$ cat src/rtl/alu_mc.sv
// Handshaked Hack ALU with an optional multi-cycle shift-add multiplier.
// Results and flags are registered and held until the consumer accepts them.
module alu_mc #(
    parameter int WIDTH  = 16,
    parameter bit MUL_EN = 1'b1
) (
    input  logic             clk,
    input  logic             rst_n,
    input  logic             in_valid,
    output logic             in_ready,
    input  logic [WIDTH-1:0] x,
    input  logic [WIDTH-1:0] y,
    input  logic             zx,
    input  logic             nx,
    input  logic             zy,
    input  logic             ny,
    input  logic             f,
    input  logic             no,
    input  logic             mul,
    output logic             out_valid,
    input  logic             out_ready,
    output logic [WIDTH-1:0] out,
    output logic             zr,
    output logic             ng,
    output logic             busy
);

    localparam int CW = (WIDTH > 1) ? $clog2(WIDTH) : 1;
    localparam logic [CW-1:0] LAST_CNT = CW'(WIDTH - 1);

    typedef enum logic [1:0] {
        IDLE = 2'd0,
        MUL  = 2'd1,
        DONE = 2'd2
    } state_t;

    state_t           state_reg, state_next;
    logic [WIDTH-1:0] out_reg, out_next;
    logic             zr_reg, zr_next;
    logic             ng_reg, ng_next;
    logic [WIDTH-1:0] mcand_reg, mcand_next;
    logic [WIDTH-1:0] mplier_reg, mplier_next;
    logic [WIDTH-1:0] acc_reg, acc_next;
    logic [CW-1:0]    cnt_reg, cnt_next;
    logic             no_reg, no_next;

    logic [WIDTH-1:0] x_z, x_p, y_z, y_p;
    logic [WIDTH-1:0] hack_r, hack_out;
    logic [WIDTH-1:0] partial, acc_sum, mul_out;
    logic             accept, mul_req;

    // Operand preprocessing on the live bundle; only used at the accept edge.
    assign x_z      = zx ? '0 : x;
    assign x_p      = nx ? ~x_z : x_z;
    assign y_z      = zy ? '0 : y;
    assign y_p      = ny ? ~y_z : y_z;
    assign hack_r   = f ? (x_p + y_p) : (x_p & y_p);
    assign hack_out = no ? ~hack_r : hack_r;

    // One shift-add step per MUL cycle; carries beyond WIDTH are dropped.
    assign partial  = mplier_reg[cnt_reg] ? (mcand_reg << cnt_reg) : '0;
    assign acc_sum  = acc_reg + partial;
    assign mul_out  = no_reg ? ~acc_sum : acc_sum;

    assign in_ready  = (state_reg == IDLE) || ((state_reg == DONE) && out_ready);
    assign accept    = in_valid && in_ready;
    assign mul_req   = MUL_EN && mul;
    assign out_valid = (state_reg == DONE);
    assign busy      = (state_reg == MUL);
    assign out       = out_reg;
    assign zr        = zr_reg;
    assign ng        = ng_reg;

    always_ff @(posedge clk) begin
        if (!rst_n) begin
            state_reg  <= IDLE;
            out_reg    <= '0;
            zr_reg     <= 1'b0;
            ng_reg     <= 1'b0;
            mcand_reg  <= '0;
            mplier_reg <= '0;
            acc_reg    <= '0;
            cnt_reg    <= '0;
            no_reg     <= 1'b0;
        end else begin
            state_reg  <= state_next;
            out_reg    <= out_next;
            zr_reg     <= zr_next;
            ng_reg     <= ng_next;
            mcand_reg  <= mcand_next;
            mplier_reg <= mplier_next;
            acc_reg    <= acc_next;
            cnt_reg    <= cnt_next;
            no_reg     <= no_next;
        end
    end

    always_comb begin
        state_next  = state_reg;
        out_next    = out_reg;
        zr_next     = zr_reg;
        ng_next     = ng_reg;
        mcand_next  = mcand_reg;
        mplier_next = mplier_reg;
        acc_next    = acc_reg;
        cnt_next    = cnt_reg;
        no_next     = no_reg;

        case (state_reg)
            MUL: begin
                acc_next = acc_sum;
                cnt_next = cnt_reg + CW'(1);
                if (cnt_reg == LAST_CNT) begin
                    out_next   = mul_out;
                    zr_next    = (mul_out == '0);
                    ng_next    = mul_out[WIDTH-1];
                    state_next = DONE;
                end
            end
            DONE: begin
                if (out_ready) begin
                    state_next = IDLE;
                end
            end
            default: begin
                state_next = state_reg;
            end
        endcase

        // Accept is only possible in IDLE or a draining DONE, so a new
        // bundle overrides the DONE->IDLE return with no bubble.
        if (accept) begin
            if (mul_req) begin
                mcand_next  = x_p;
                mplier_next = y_p;
                acc_next    = '0;
                cnt_next    = '0;
                no_next     = no;
                state_next  = MUL;
            end else begin
                out_next   = hack_out;
                zr_next    = (hack_out == '0);
                ng_next    = hack_out[WIDTH-1];
                state_next = DONE;
            end
        end
    end

endmodule

$ cat config.mk
export PLATFORM = sky130hd
export DESIGN_NAME = alu_mc
export DESIGN_NICKNAME = d
export VERILOG_FILES = /design/src/rtl/alu_mc.sv
export SDC_FILE = /design/constraint.sdc
export NUM_CORES = 1
export LEC_CHECK = 0
export ABC_AREA = 1
export CAP_MARGIN = 20
export CORE_MARGIN = 2
export CORE_UTILIZATION = 60
export DETAILED_ROUTE_END_ITERATION = 6
export GPL_TIMING_DRIVEN = 1
export PLACE_DENSITY = 0.79
export SYNTH_ARGS = -nofsm -noshare
export SYNTH_HDL_FRONTEND = slang
export SYNTH_SLANG_ARGS = --single-unit
$ cat constraint.sdc
create_clock -name clk -period 5.5 [get_ports clk]
set_input_delay 0.55 -clock clk [delete_from_list [all_inputs] [get_ports clk]]
set_output_delay 0.55 -clock clk [all_outputs]
set_load 0.02 [all_outputs]
==> results.sh <==
export IMPL_netlist_area_um2=6880
export IMPL_synthCells=1157
export IMPL_reg2reg_to="zr"
export IMPL_grt_ovfl_total=0
export IMPL_synth_area_per_cell_um2=5.947
export IMPL_rsz0062_at_grt="false"
export IMPL_rows=39
export IMPL_drt_iter0_drc=568
export IMPL_dp_hpwl_um=15000
export IMPL_worstMarginPinSlew_ns=1.027
export IMPL_status="complete, no violations"
export IMPL_crit_slowest_cell="dfxtp_1"
export IMPL_fin_hold_ws_ns=0.4579
export IMPL_numCtsBuffers=9
export IMPL_h_tree_depth=3
export IMPL_r2r_start="cnt_reg[0]"
export IMPL_die_width_um=111.1
export IMPL_cp_data_arrival_time_ns=4.22
export IMPL_setup_viol=0
export IMPL_yosysMostFrequentCell="nand2_1"
export IMPL_cts_tree="yes"
export IMPL_path_clk_slew_ns=0.06
export IMPL_drv_cap=0
export IMPL_clockBufferDepth=2
export IMPL_yosysWarningCount=0
export IMPL_core_um2=11320
export IMPL_final_setup_tns_ns=0
export IMPL_nNetsFinal=1268
export IMPL_io_pins=64
export IMPL_cts_setup_buffers=0
export IMPL_hold_violations=0
export IMPL_final_setup_skew_ns=0.007519
export IMPL_grt_max_degree=55
export IMPL_initial_core_util_pct=60.78
export IMPL_rrSetupSlack_ns=1.49
export IMPL_synth_commonest_cells="359 x nand2_1, 168 x inv_1, 135 x nand3_1"
export IMPL_post_route_period_util_pct=72.95
export IMPL_root_buffer="clkbuf_16"
export IMPL_drc=0
export IMPL_yosysSeqAreaShare_pct=21.24
export IMPL_hold_path_class="reg2reg"
export IMPL_instances_no_fill=1335
export IMPL_p_per_area_nw_per_um2=302.9
export IMPL_ctsHoldBuffers=0
export IMPL_max_slew_margin_pct=31.33
export IMPL_ant_nets=0
export IMPL_critPathLaunch="cnt_reg[0]"
export IMPL_yosys_area_top_type="dfxtp_1"
export IMPL_grt_pass1_wl_um=32640
export IMPL_min_from="mplier_reg[3]"
export IMPL_synth_nets=1238
export IMPL_drtPass1Iterations=5
export IMPL_ys_async_sr_fraction_pct=0
export IMPL_cpPeakStageDelay_ns=0.90
export IMPL_fmax_mhz=249.2
export IMPL_path_class="reg2reg"
export IMPL_viasPerCell=5.375
export IMPL_worstSetupEndpointType="register"
export IMPL_ir_worst_vdd_v=0.0001840
export IMPL_min_to="mplier_reg[3]"
export IMPL_power_leakage_nw=3.962
export IMPL_ys_types=45
export IMPL_cts_sinks=73
export IMPL_dp_cells=1319
export IMPL_cts_resized=0
export IMPL_grt_antenna_before_repair=0
export IMPL_totalWireLength_um=19280
export IMPL_dominantRegCellSynth="dfxtp_1"
export IMPL_critical_path_most_common_cell="nand2_1"
export IMPL_vias=7175
export IMPL_drive_above_1_share_pct=5.034
export IMPL_synth_edf_count=0
export IMPL_gp_congestion=0.9375
export IMPL_worstPathMaxFanout=24
export IMPL_grt_use_total_pct=32.08
export IMPL_reg2regPathDepth=19
export IMPL_area_growth_pct=13.37
export IMPL_cp_required_ns=5.71
export IMPL_wire_per_inst_um=14.44
export IMPL_min_period_ns=4.012
export IMPL_path_cells="o21ai_0 > mux2i_1 > nand2_1 > a32o_1 > nand2_1 > inv_1 > ha_1 > a21oi_1 > nor2_1 > nor2_2 > nand3_1 > a21oi_1 > inv_1 > nand3_2 > nand3_2 > nand3_1 > o21ai_1 > nand2_1 > a21oi_2"
export IMPL_slew_viol_final=0
export IMPL_port_buffers=63
export IMPL_synth_seq_cells=73
export IMPL_clk_latency_ns=0.34
export IMPL_yosys_area_top_type_share_pct=21.24
export IMPL_worstHoldPathCells=2
export IMPL_num_antenna_cells=0
export IMPL_start_kind="register"
export IMPL_grt_pass1_vias=6797
export IMPL_synthTopCellsByArea="dfxtp_1 21%, nand2_1 20%, nand3_1 9.8%"
export IMPL_dieArea_um2=12340
export IMPL_die_y_um=111.1
per-layer routing:
metal,vias to the layer above,share of wire (%),global-route usage [%]
met5,-,0,0
met4,0,4.7,15.39
met3,46,6.3,4.210
met2,250,43,50.76
met1,3124,46,43.35
li1,3755,-,-
worst max path at each step:
stage                     end  cells after the start
after detailed placement   zr                     22
after floorplan            zr                     24
after global routing       zr                     22
after CTS                  ng                     18
final                      zr                     19
after global placement     zr                     22
cell type report:
class | instances | area [um2]
clock buffer | 9 | 225.2
clock inverter | 7 | 86.33
fill | 1086 | 3521
inverter | 176 | 665.6
multi-input combinational | 860 | 4522
sequential | 73 | 1461
tap | 143 | 178.9
timing repair buffer | 67 | 660.6
kinds of logic (layout without fill, tap and decap cells):
kind of cell	Yosys count	after routing	synth area share, %
DFF	73	73	21.24
muxes	3	3	0.4365
buffers and inverters	224	259	13.04
adders and majority gates	38	38	7.129
xor gates and xnor gates	42	42	5.547
and+or+nand+nor	597	597	38.04
AOI/OAI and AO/OA	180	180	14.57
stage by stage:
step                area (um2)  total power [mW]  utilization (%)  worst slack (ns)
finish                    7800             2.363            68.90             1.488
detailed placement        7488             1.731            66.15             1.397
floorplan                 6880             1.449                -             2.309
global placement          7488             1.721            66.15             1.516
global route              7800             2.544            68.90             1.136
CTS                       7800             2.354            68.90             1.532
worst max-delay path: cells and delay by family, from the launching register on:
family / cells / cell delay [ns]
compound gates: 6 / 1.22
mux: 1 / 0.34
simple gates: 9 / 0.89
flops: 1 / 0.90
buf+inv: 2 / 0.17
fa+ha+maj: 1 / 0.35
report_power, final:
group          total (mW)  switching (mW)  internal [mW]  leakage, nW
logic                1.07           0.681          0.384         3.21
clock network       0.622           0.260          0.362        0.150
registers           0.676          0.0647          0.611        0.597
total                2.36            1.01           1.36         3.96
cells in the final DEF (no fill, tap or decap), types with 2 or more instances in the layout:
cell type        Yosys  final
nor2_2               2      2
inv_2                4      4
nand3_2             15     15
clkdlybuf4s50_1      0     63
nand3_1            135    135
xor2_1              39     39
a21boi_0             2      2
a31oi_1              2      2
nand2_1            359    359
clkinv_1             3      3
clkbuf_16            0      9
nand3b_1             3      3
nand2_4              2      2
fa_1                 2      2
nand4_1              5      5
inv_6                1      3
a211oi_1             8      8
and2_1               3      3
o211ai_1            18     18
dfxtp_1             73     73
nor3_1               7      7
inv_1              168    168
nand2_2              9      9
inv_8                0      2
ha_1                36     36
mux2i_1              3      3
nor2_1              51     51
or2_2                4      4
a21oi_1             71     71
o21bai_1             4      4
o21ai_0             68     68
buf_4                2      4
xnor2_1              2      2
No activity file was read; power rests on OpenSTA's default activity.
